<file path="config.mk">
export PLATFORM = sky130hd
export DESIGN_NAME = booth_arbiter
export DESIGN_NICKNAME = d
export VERILOG_FILES = /design/src/rtl/booth_arbiter.sv
export SDC_FILE = /design/constraint.sdc
export NUM_CORES = 1
export LEC_CHECK = 0
export ABC_AREA = 1
export CORE_UTILIZATION = 42
export DETAILED_ROUTE_END_ITERATION = 8
export PLACE_DENSITY = 0.75
export SLEW_MARGIN = 5
export SYNTH_ARGS = -nofsm -noshare
export SYNTH_HDL_FRONTEND = slang
export SYNTH_SLANG_ARGS = --single-unit
export TNS_END_PERCENT = 20
</file>
<file path="constraint.sdc">
create_clock -name clock -period 2.2 [get_ports clock]
set_clock_uncertainty 0.2 [all_clocks]
set_input_delay 0.44 -clock clock [delete_from_list [all_inputs] [get_ports clock]]
set_output_delay 0.44 -clock clock [all_outputs]
set_load 0.02 [all_outputs]
</file>
<file path="src/rtl/booth_arbiter.sv">
// booth_arbiter: round-robin front end that shares one algoritm_booth
// multiplier among N requesters. It latches the winner's operands, holds
// the multiplier enable for the full Booth sequence, then returns the
// captured product with a one-cycle done pulse.
//
// state | meaning
// ------+-----------------------------------------------------------------
// IDLE  | multiplier disabled; arbitrate among qualified requests
// RUN   | multiplier enabled; count START + WIDTH RUN/SHIFT pairs + RESULT
// DONE  | multiplier disabled, its result valid; capture, pulse done, release

module booth_arbiter #(
  parameter int WIDTH = 4,
  parameter int N     = 4
) (
  input  logic                 clock,
  input  logic                 reset,
  input  logic [N-1:0]         req,
  input  logic [N*WIDTH-1:0]   mpd_in,
  input  logic [N*WIDTH-1:0]   mpr_in,
  output logic [N-1:0]         gnt,
  output logic [N-1:0]         done,
  output logic [2*WIDTH-1:0]   result,
  output logic                 busy,
  output logic                 mul_enable,
  output logic [WIDTH-1:0]     mul_mpd,
  output logic [WIDTH-1:0]     mul_mpr,
  input  logic [2*WIDTH-1:0]   mul_res
);

  localparam int IW = (N > 1) ? $clog2(N) : 1;
  localparam int CW = $clog2(2*WIDTH + 2);
  // Last RUN cycle: enable has then been high for 2*WIDTH+2 edges in total.
  localparam logic [CW-1:0] LAST_CNT = CW'(2*WIDTH + 1);
  localparam logic [IW-1:0] LAST_IDX = IW'(N - 1);

  typedef enum logic [1:0] {IDLE, RUN, DONE} state_t;

  state_t              state, state_nxt;
  logic [IW-1:0]       ptr, ptr_nxt;
  logic [IW-1:0]       idx, idx_nxt;
  logic [CW-1:0]       cnt, cnt_nxt;
  logic [N-1:0]        gnt_nxt, done_nxt;
  logic [2*WIDTH-1:0]  result_nxt;
  logic [WIDTH-1:0]    mpd_nxt, mpr_nxt;

  logic [N-1:0]        req_qual;
  logic                sel_valid;
  logic [IW-1:0]       sel_idx;

  // A requester is not eligible in the cycle its done pulse is out, so a
  // client that has not yet dropped req is not immediately granted again.
  assign req_qual = req & ~done;

  // Round-robin pick: first qualified requester at or after the pointer.
  always_comb begin
    int            j;
    logic [IW-1:0] j_idx;
    sel_valid = 1'b0;
    sel_idx   = '0;
    j         = 0;
    j_idx     = '0;
    for (int k = 0; k < N; k++) begin
      j = int'(ptr) + k;
      if (j >= N) j = j - N;
      j_idx = IW'(j);
      if (!sel_valid && req_qual[j_idx]) begin
        sel_valid = 1'b1;
        sel_idx   = j_idx;
      end
    end
  end

  // Next-state and output decode for the grant/run/capture sequence.
  always_comb begin
    state_nxt  = state;
    ptr_nxt    = ptr;
    idx_nxt    = idx;
    cnt_nxt    = cnt;
    gnt_nxt    = gnt;
    done_nxt   = '0;
    result_nxt = result;
    mpd_nxt    = mul_mpd;
    mpr_nxt    = mul_mpr;
    mul_enable = 1'b0;
    busy       = 1'b0;

    case (state)
      IDLE: begin
        if (sel_valid) begin
          state_nxt        = RUN;
          gnt_nxt          = '0;
          gnt_nxt[sel_idx] = 1'b1;
          mpd_nxt          = mpd_in[sel_idx*WIDTH +: WIDTH];
          mpr_nxt          = mpr_in[sel_idx*WIDTH +: WIDTH];
          idx_nxt          = sel_idx;
          cnt_nxt          = '0;
          ptr_nxt          = (sel_idx == LAST_IDX) ? '0 : sel_idx + 1'b1;
        end
      end

      RUN: begin
        mul_enable = 1'b1;
        busy       = 1'b1;
        cnt_nxt    = cnt + 1'b1;
        if (cnt == LAST_CNT) state_nxt = DONE;
      end

      DONE: begin
        busy          = 1'b1;
        result_nxt    = mul_res;
        done_nxt[idx] = 1'b1;
        gnt_nxt       = '0;
        state_nxt     = IDLE;
      end

      default: state_nxt = IDLE;
    endcase
  end

  // State and datapath registers; reset abandons any operation in flight.
  always_ff @(posedge clock or posedge reset) begin
    if (reset) begin
      state   <= IDLE;
      ptr     <= '0;
      idx     <= '0;
      cnt     <= '0;
      gnt     <= '0;
      done    <= '0;
      result  <= '0;
      mul_mpd <= '0;
      mul_mpr <= '0;
    end else begin
      state   <= state_nxt;
      ptr     <= ptr_nxt;
      idx     <= idx_nxt;
      cnt     <= cnt_nxt;
      gnt     <= gnt_nxt;
      done    <= done_nxt;
      result  <= result_nxt;
      mul_mpd <= mpd_nxt;
      mul_mpr <= mpr_nxt;
    end
  end

endmodule

</file>
==> summary.txt, run 1 <==
Global routing's busiest layer: met2
Unrepaired setup endpoints after global routing: yes
Period utilization: 94.4%
Via/cell ratio: 4.89
H-tree level count: 2
Delay contributed by the slowest stage of the critical path: 0.50 ns
Count of final hold-check violations: 0
Met1 track utilization from global routing: 27.3%
Status: complete, no violations
Power density cells: 1740 nW/um^2
Most frequent CP cell: nand2_1
Seq cells post-synth: 34
Setup total negative slack: 0 ns
Clock-pin slew of the registers on the worst-case setup and hold paths: 0.07 ns
P_int: 0.00284 W
Non-filler instance count after layout: 433
I/O pin cnt: 72
Met2 usage: 36.8%
Max stage delay cell, worst path: dfrtp_2
Critical-path cell list: inv_4, nand3_2, nand2_2, nand2_2, nand2_4, inv_6, nand2_4, nand3_4, clkbuf_16, nand3_1, nand2_1, nand2_1, nand2_1, nand2_1, nand2_1
Residual DRC count: 0
Vias after detailed routing: 2,116
Count of synthesis-stage warnings from yosys: 0
Count of antenna-violating nets left after detailed routing: 0
Source-to-sink clock delay at the later pin of the worst-skew pair: 0.28 ns
Pre-Repair DR Iteration Count: 4
Global-route wire length before repair: 8670 um
Antenna cell count: 0
Fraction of met3 tracks used by global routing: 3.59%
Worst slew margin relative to its limit: 66.8%
Worst Tran Pin Value: 0.493 ns
IO buf count: 71
Clock network power share: 10.8%
Hold path cells: 2
Setup-failing EPs final: 0
Number of sinks handled by clock tree synthesis: 34
Initial antenna violation count: 0
Worst path top cell family by delay: simple AND/OR/NAND/NOR gates
Count of pins over their slew limit: 0
Worst hold-check path type: register to register
Cell count after placement: 423
Number of buffers and inverters on the critical path: 3
Wire length per cell: 12.9 um
Number of enable-type register cells in the synthesized netlist: 0
Kind of start point of the critical path: register
Mean instance size in the synthesized netlist: 7.51 um^2
Arr. time, crit path: 2.06 ns
Fraction of layout cells with a size suffix above 1: 19.4%
Clock period minus worst slack: 2.08 ns
Proportion of synthesized chip area in sequential cells: 40.5%
Maximum clock frequency: 482 MHz
Gr ovfl total: 0
Clock tree from TritonCTS: built
Clock root cell: clkbuf_8
Kind of end point of the critical path: register
Primary flip-flop cell chosen by synthesis mapping: dfrtp_1
Net count of the finished layout: 418
Fraction of synthesis flops using an asynchronous set or reset pin: 100%
Hold-fix buffer count after cts: 0
Placeable core area: 4790 um^2
Floorplan die height: 72.8 um
Die Area: 5290 um^2
Most instantiated cells after synthesis: 112 x nand2_1, 34 x dfrtp_1, 29 x nand3_1, 22 x inv_1, 18 x nand2_2
Number of global-route vias before repair: 1,929
DRC marker count from the first detailed-route iteration: 179
Proportion of power drawn by combinational gates: 69.2%
Worst hold slack after final layout: 0.276 ns
Leakage Power: 1.60 nW
Floorplan die width: 72.8 um
Startpoint-to-endpoint class of the critical path: register to register
Maximum number of pins on one net before global-route repair: 35
Synth area leader: dfrtp_1
Peak supply drop: 0.907 mV
Switching share of total power: 48.5%
Synthesized cell area: 2100 um^2
Layout area overhead: 51.1%
Number of inserted filler cells in the final layout: 390
Initial core utilization: 43.9%
Final HPWL from detailed placement: 4030 um
Critical Path RT: 2.18 ns
Instance count on the critical path: 15
Proportion of netlist area held by the largest area contributor: 40.5%
Most numerous cell in the Yosys netlist: nand2_1
Synth unique cells: 33
Net switching power figure: 0.00268 W
Wire length after detailed routing: 5600 um
Power share of the sequential group: 20.0%
Final estimated routing congestion in global placement: 0.853
Net Count, Synth: 332
FF-to-FF path depth: 15
Number of buffers created by CTS: 5
Cell row count: 25
Ranking of synthesized cells by area: dfrtp_1 40%, nand2_1 20%, nand3_1 6.9%, nand2_2 5.4%, inv_1 3.9%
Critical path peak fanout: 8
Number of violations of the max-capacitance limit: 0
Longest Clk Path Bufs: 2
Mapped Cells: 280
Global router's overall resource usage: 21.6%
power by group through the flow:
| stage | sequential [W] | combinational, W | clock, W |
|---|---|---|---|
| 2_1_floorplan | 0.00125 | 0.00234 | 0 |
| 3_3_place_gp | 0.00110 | 0.00343 | 0 |
| 3_5_place_dp | 0.00111 | 0.00350 | 0 |
| 4_1_cts | 0.00110 | 0.00351 | 0.000600 |
| 5_1_grt | 0.00114 | 0.00420 | 0.000622 |
| 6_report | 0.00111 | 0.00382 | 0.000593 |
kinds of logic after synthesis:
kind of cell               Yosys count  share of synthesized area, %
buffers and inverters               37                          8.98
and+or+nand+nor                    181                          39.7
DFF                                 34                          40.5
AOI/OAI and AO/OA                   19                          5.29
xor gates and xnor gates             3                          1.96
adders and majority gates            6                          3.57
cell usage in the layout, fill, tap and decap left out, types with 4 or more instances in the layout:
| cell | instances |
|---|---|
| a21oi_1 | 5 |
| buf_4 | 15 |
| clkbuf_8 | 6 |
| clkdlybuf4s50_1 | 65 |
| dfrtp_1 | 33 |
| dlymetal6s2s_1 | 4 |
| ha_1 | 6 |
| inv_1 | 22 |
| nand2_1 | 106 |
| nand2_2 | 23 |
| nand2_4 | 4 |
| nand3_1 | 25 |
| nand3_2 | 6 |
| nand4_1 | 4 |
| nor2_1 | 4 |
| nor3_1 | 4 |
| o21ai_0 | 5 |
| o22ai_1 | 5 |
through the flow:
stage	total power, W	worst slack, ns	cell area [um^2]	utilization [%]
final	0.00552	0.124	3180	66.4
after global routing	0.00596	-0.00438	3180	66.4
after CTS	0.00521	0.00539	3050	63.8
after detailed placement	0.00461	-0.219	2940	61.5
after global placement	0.00454	-0.203	2940	61.5
after floorplan	0.00359	0.309	2100	-
area by class of cell:
| cell class | instances | area, um^2 | share of cell area [%] |
|---|---|---|---|
| Timing Repair Buffer | 89 | 896 | 28.2 |
| Tap cell | 67 | 83.8 | 2.64 |
| Clock inverter | 1 | 30.0 | 0.945 |
| Multi-Input combinational cell | 210 | 1130 | 35.5 |
| Inverter | 26 | 105 | 3.31 |
| Sequential cell | 34 | 852 | 26.8 |
| Clock buffer | 6 | 82.6 | 2.60 |
registers in the layout, summed over array words and instances (netlist names):
name,flops
result,8
cnt,4
done,4
gnt,4
mul_mpd,4
mul_mpr,4
idx,2
ptr,2
state,2
what timing repair did:
action                     CTS  global route
gates cloned                 0             2
setup endpoints to repair    2            21
setup buffers                0             1
pin swaps                    0             8
hold endpoints to repair     0             0
resized for setup            2            22
worst paths after layout:
kind                       startpoint         end  slack [ns]
max                            ptr[0]  mul_mpr[0]        0.12
min                         result[5]   result[5]        0.28
max reg2reg                    ptr[0]  mul_mpr[0]        0.12
min reg2reg                 result[5]   result[5]        0.28
max in group asynchronous       reset      ptr[0]        1.11
min in group asynchronous       reset     done[2]        0.36
worst min-delay path, stage by stage (launching register included):
cell,delay [ns]
dfrtp_1,0.34
nand2_1,0.06
nand2_1,0.05
metal layers:
layer / vias to the layer above / share of wire [%]
met5: - / 0
met4: 0 / 2.0
met3: 11 / 4.4
met2: 57 / 52
met1: 994 / 42
li1: 1054 / -
Note: power is estimated with default switching activity, not from simulation.
==> run 2, diff against run 1 <==
--- a/config.mk
+++ b/config.mk
@@ -7,6 +7,7 @@
 export LEC_CHECK = 0
 export ABC_AREA = 1
 export CORE_UTILIZATION = 42
+export CTS_CLUSTER_DIAMETER = 200
 export DETAILED_ROUTE_END_ITERATION = 8
 export PLACE_DENSITY = 0.75
 export SLEW_MARGIN = 5
==> results of run 2 <==
Same layout as run 1: the final DEF is identical, and so are final timing and power.
==> run 3, diff against run 2 <==
--- a/config.mk
+++ b/config.mk
@@ -9,7 +9,7 @@
 export CORE_UTILIZATION = 42
 export CTS_CLUSTER_DIAMETER = 200
 export DETAILED_ROUTE_END_ITERATION = 8
-export PLACE_DENSITY = 0.75
+export DONT_BUFFER_PORTS = 1
 export SLEW_MARGIN = 5
 export SYNTH_ARGS = -nofsm -noshare
 export SYNTH_HDL_FRONTEND = slang
==> run 3 against run 2 <==
Sequential cell count unchanged. Critical path depth shrank 1. Non-clock buffer count fell by 69. Global-route usage fell by 4.3 points. Sequential share of layout area increased by 8.1 points. Via count fell by 15%. Critical endpoint is now mul_mpr[1]. Cell count decreased by 15%. Wire length is 20% lower. Die area unchanged. Setup slack got worse by 0.0097 ns. Total power is 12% lower.
==> summary.txt, run 3 (same netlist as run 1, synthesis figures left out) <==
Via/cell ratio: 4.92 (+0.75%)
DRC marker count from the first detailed-route iteration: 77 (-57%)
Register area: 853 um^2 (+0.15%)
Worst Tran Pin Value: 0.425 ns (-0.0678 ns)
Antenna cell count: 0 (unchanged)
Largest register by flop count: result
Floorplan die height: 72.8 um (unchanged)
Global-route wire length before repair: 7020 um (-19%)
Clock tree from TritonCTS: built
Global router's overall resource usage: 17.3% (-4.3 points)
Placeable core area: 4790 um^2 (unchanged)
Most common library cell in the layout ignoring fill and taps: nand2_1
Number of global-route vias before repair: 1,582 (-18%)
Floorplan die width: 72.8 um (unchanged)
Initial core utilization: 43.9% (unchanged)
Wire length after detailed routing: 4500 um (-20%)
Clock period minus worst slack: 2.09 ns (+0.00969 ns)
Peak supply drop: 0.957 mV (+5.5%)
Worst hold slack after final layout: 0.0657 ns (-0.210 ns)
Net count of the finished layout: 350 (-16%)
Summed area of non-filler cells in the final layout: 2440 um^2 (-23%)
Vias after detailed routing: 1,802 (-15%)
Arr. time, crit path: 2.06 ns (about the same)
Total placed instance area: 2230 um^2 (-24%)
Number of buffers created by CTS: 5 (unchanged)
Critical path peak fanout: 8 (unchanged)
Die Area: 5290 um^2 (unchanged)
Cell count after placement: 351 (-17%)
Worst slew margin relative to its limit: 71.7% (+4.9 points)
Wire length per cell: 12.3 um (-4.8%)
Layout area overhead: 16.2%
I/O pin cnt: 72 (unchanged)
Worst Slack Setup Final: 0.115 ns (-0.00969 ns)
Non-filler instance count after layout: 366 (-15%)
Kind of end point of the critical path: register
Gr ovfl total: 0 (unchanged)
Leakage Power: 1.28 nW (-20%)
Multi-input logic area: 1130 um^2 (+0.22%)
Power density cells: 1990 nW/um^2 (+14%)
Critical Path RT: 2.17 ns (about the same)
Maximum clock frequency: 480 MHz (-0.46%)
Number of sinks handled by clock tree synthesis: 34 (unchanged)
Most frequent cells in the layout: 110 x nand2_1, 32 x dfrtp_1, 26 x nand3_1
Clock root cell: clkbuf_8
Setup total negative slack: 0 ns (unchanged)
Final HPWL from detailed placement: 3260 um (-19%)
Status: complete, no violations
Count of pins over their slew limit: 0 (unchanged)
Final estimated routing congestion in global placement: 0.830 (-2.7%)
Startpoint-to-endpoint class of the critical path: register to register
Source-to-sink clock delay at the later pin of the worst-skew pair: 0.28 ns (about the same)
Number of inserted filler cells in the final layout: 455 (+17%)
Initial antenna violation count: 0 (unchanged)
IO buf count: 0 (-100%)
Residual DRC count: 0 (unchanged)
Count of antenna-violating nets left after detailed routing: 0 (unchanged)
Longest Clk Path Bufs: 2 (unchanged)
Period utilization: 94.8% (+0.44 points)
Clock-pin slew of the registers on the worst-case setup and hold paths: 0.07 ns (about the same)
Worst setup slack after placement: 0.0104 ns (+0.229 ns)
Kind of start point of the critical path: register
Fraction of layout cells with a size suffix above 1: 22.7% (+3.3 points)
Maximum number of pins on one net before global-route repair: 35 (unchanged)
Worst hold-check path type: input port to register
H-tree level count: 2 (unchanged)
Setup-failing EPs final: 0 (unchanged)
Flip-flop count of the largest register, all copies and words added: 8 (unchanged)
Pre-Repair DR Iteration Count: 4 (unchanged)
Cell row count: 25 (unchanged)
Count of final hold-check violations: 0 (unchanged)
Number of violations of the max-capacitance limit: 0 (unchanged)
run 3: through the flow:
| step | utilization [%] | total power (W) |
|---|---|---|
| global placement | 46.5 | 0.00405 |
| CTS | 48.9 | 0.00462 |
| detailed placement | 46.5 | 0.00406 |
| global route | 51.1 | 0.00535 |
| floorplan | - | 0.00359 |
| finish | 51.1 | 0.00486 |
run 3: path summary, 6_finish.rpt:
| kind | startpoint | end | slack, ns | cells after the start |
|---|---|---|---|---|
| worst max register to register | ptr[0] | mul_mpr[1] | 0.11 | 14 |
| worst min-delay path | mul_res[0] | result[0] | 0.07 | 2 |
| max in group asynchronous | reset | ptr[1] | 0.98 | 3 |
| worst max-delay path | ptr[0] | mul_mpr[1] | 0.11 | 14 |
| min in group asynchronous | reset | state[0] | 0.50 | 3 |
| worst min register to register | idx[0] | done[2] | 0.26 | 1 |
run 3: layout make-up:
type | instances | area share (%)
inverters | 26 | 4.20
repair buffers | 20 | 6.81
well taps | 67 | 3.43
clock inverters | 1 | 1.23
clock buffers | 7 | 3.12
flip-flops and latches | 34 | 34.9
multi-input cells | 211 | 46.3
run 3: repair_timing:
action	4_1_cts	5_1_grt
hold buffers	1	0
endpoints found under the setup margin	0	17
gates resized for setup	0	12
endpoints found under the hold margin	34	0
setup buffers	0	3
run 3: layer usage:
layer | vias to the layer above | global-route usage, % | share of wire, %
met4 | 0 | 6.54 | 1.4
met5 | - | 0 | 0
met2 | 49 | 26.8 | 48
met3 | 5 | 4.97 | 6.9
li1 | 922 | - | -
met1 | 826 | 23.0 | 44
run 3: report_power, final:
part           switching [W]  internal [W]  total (W)
clock network       0.000211      0.000339   0.000550
registers           0.000419      0.000901    0.00132
logic                0.00187       0.00112    0.00299
run 3: worst max-delay path, cell delays in order (launching register included):
cell and delay (ns):
dfrtp_2 0.49, inv_4 0.07, nand3_1 0.14, nand2_2 0.11, nand2_1 0.08, nand2_1 0.10, nand2_4 0.10, nand3_4 0.14
buf_6 0.17, nand3_1 0.07, nand2_1 0.05, nand2_1 0.05, nand2_1 0.07, nand2_1 0.07, nand2_1 0.05
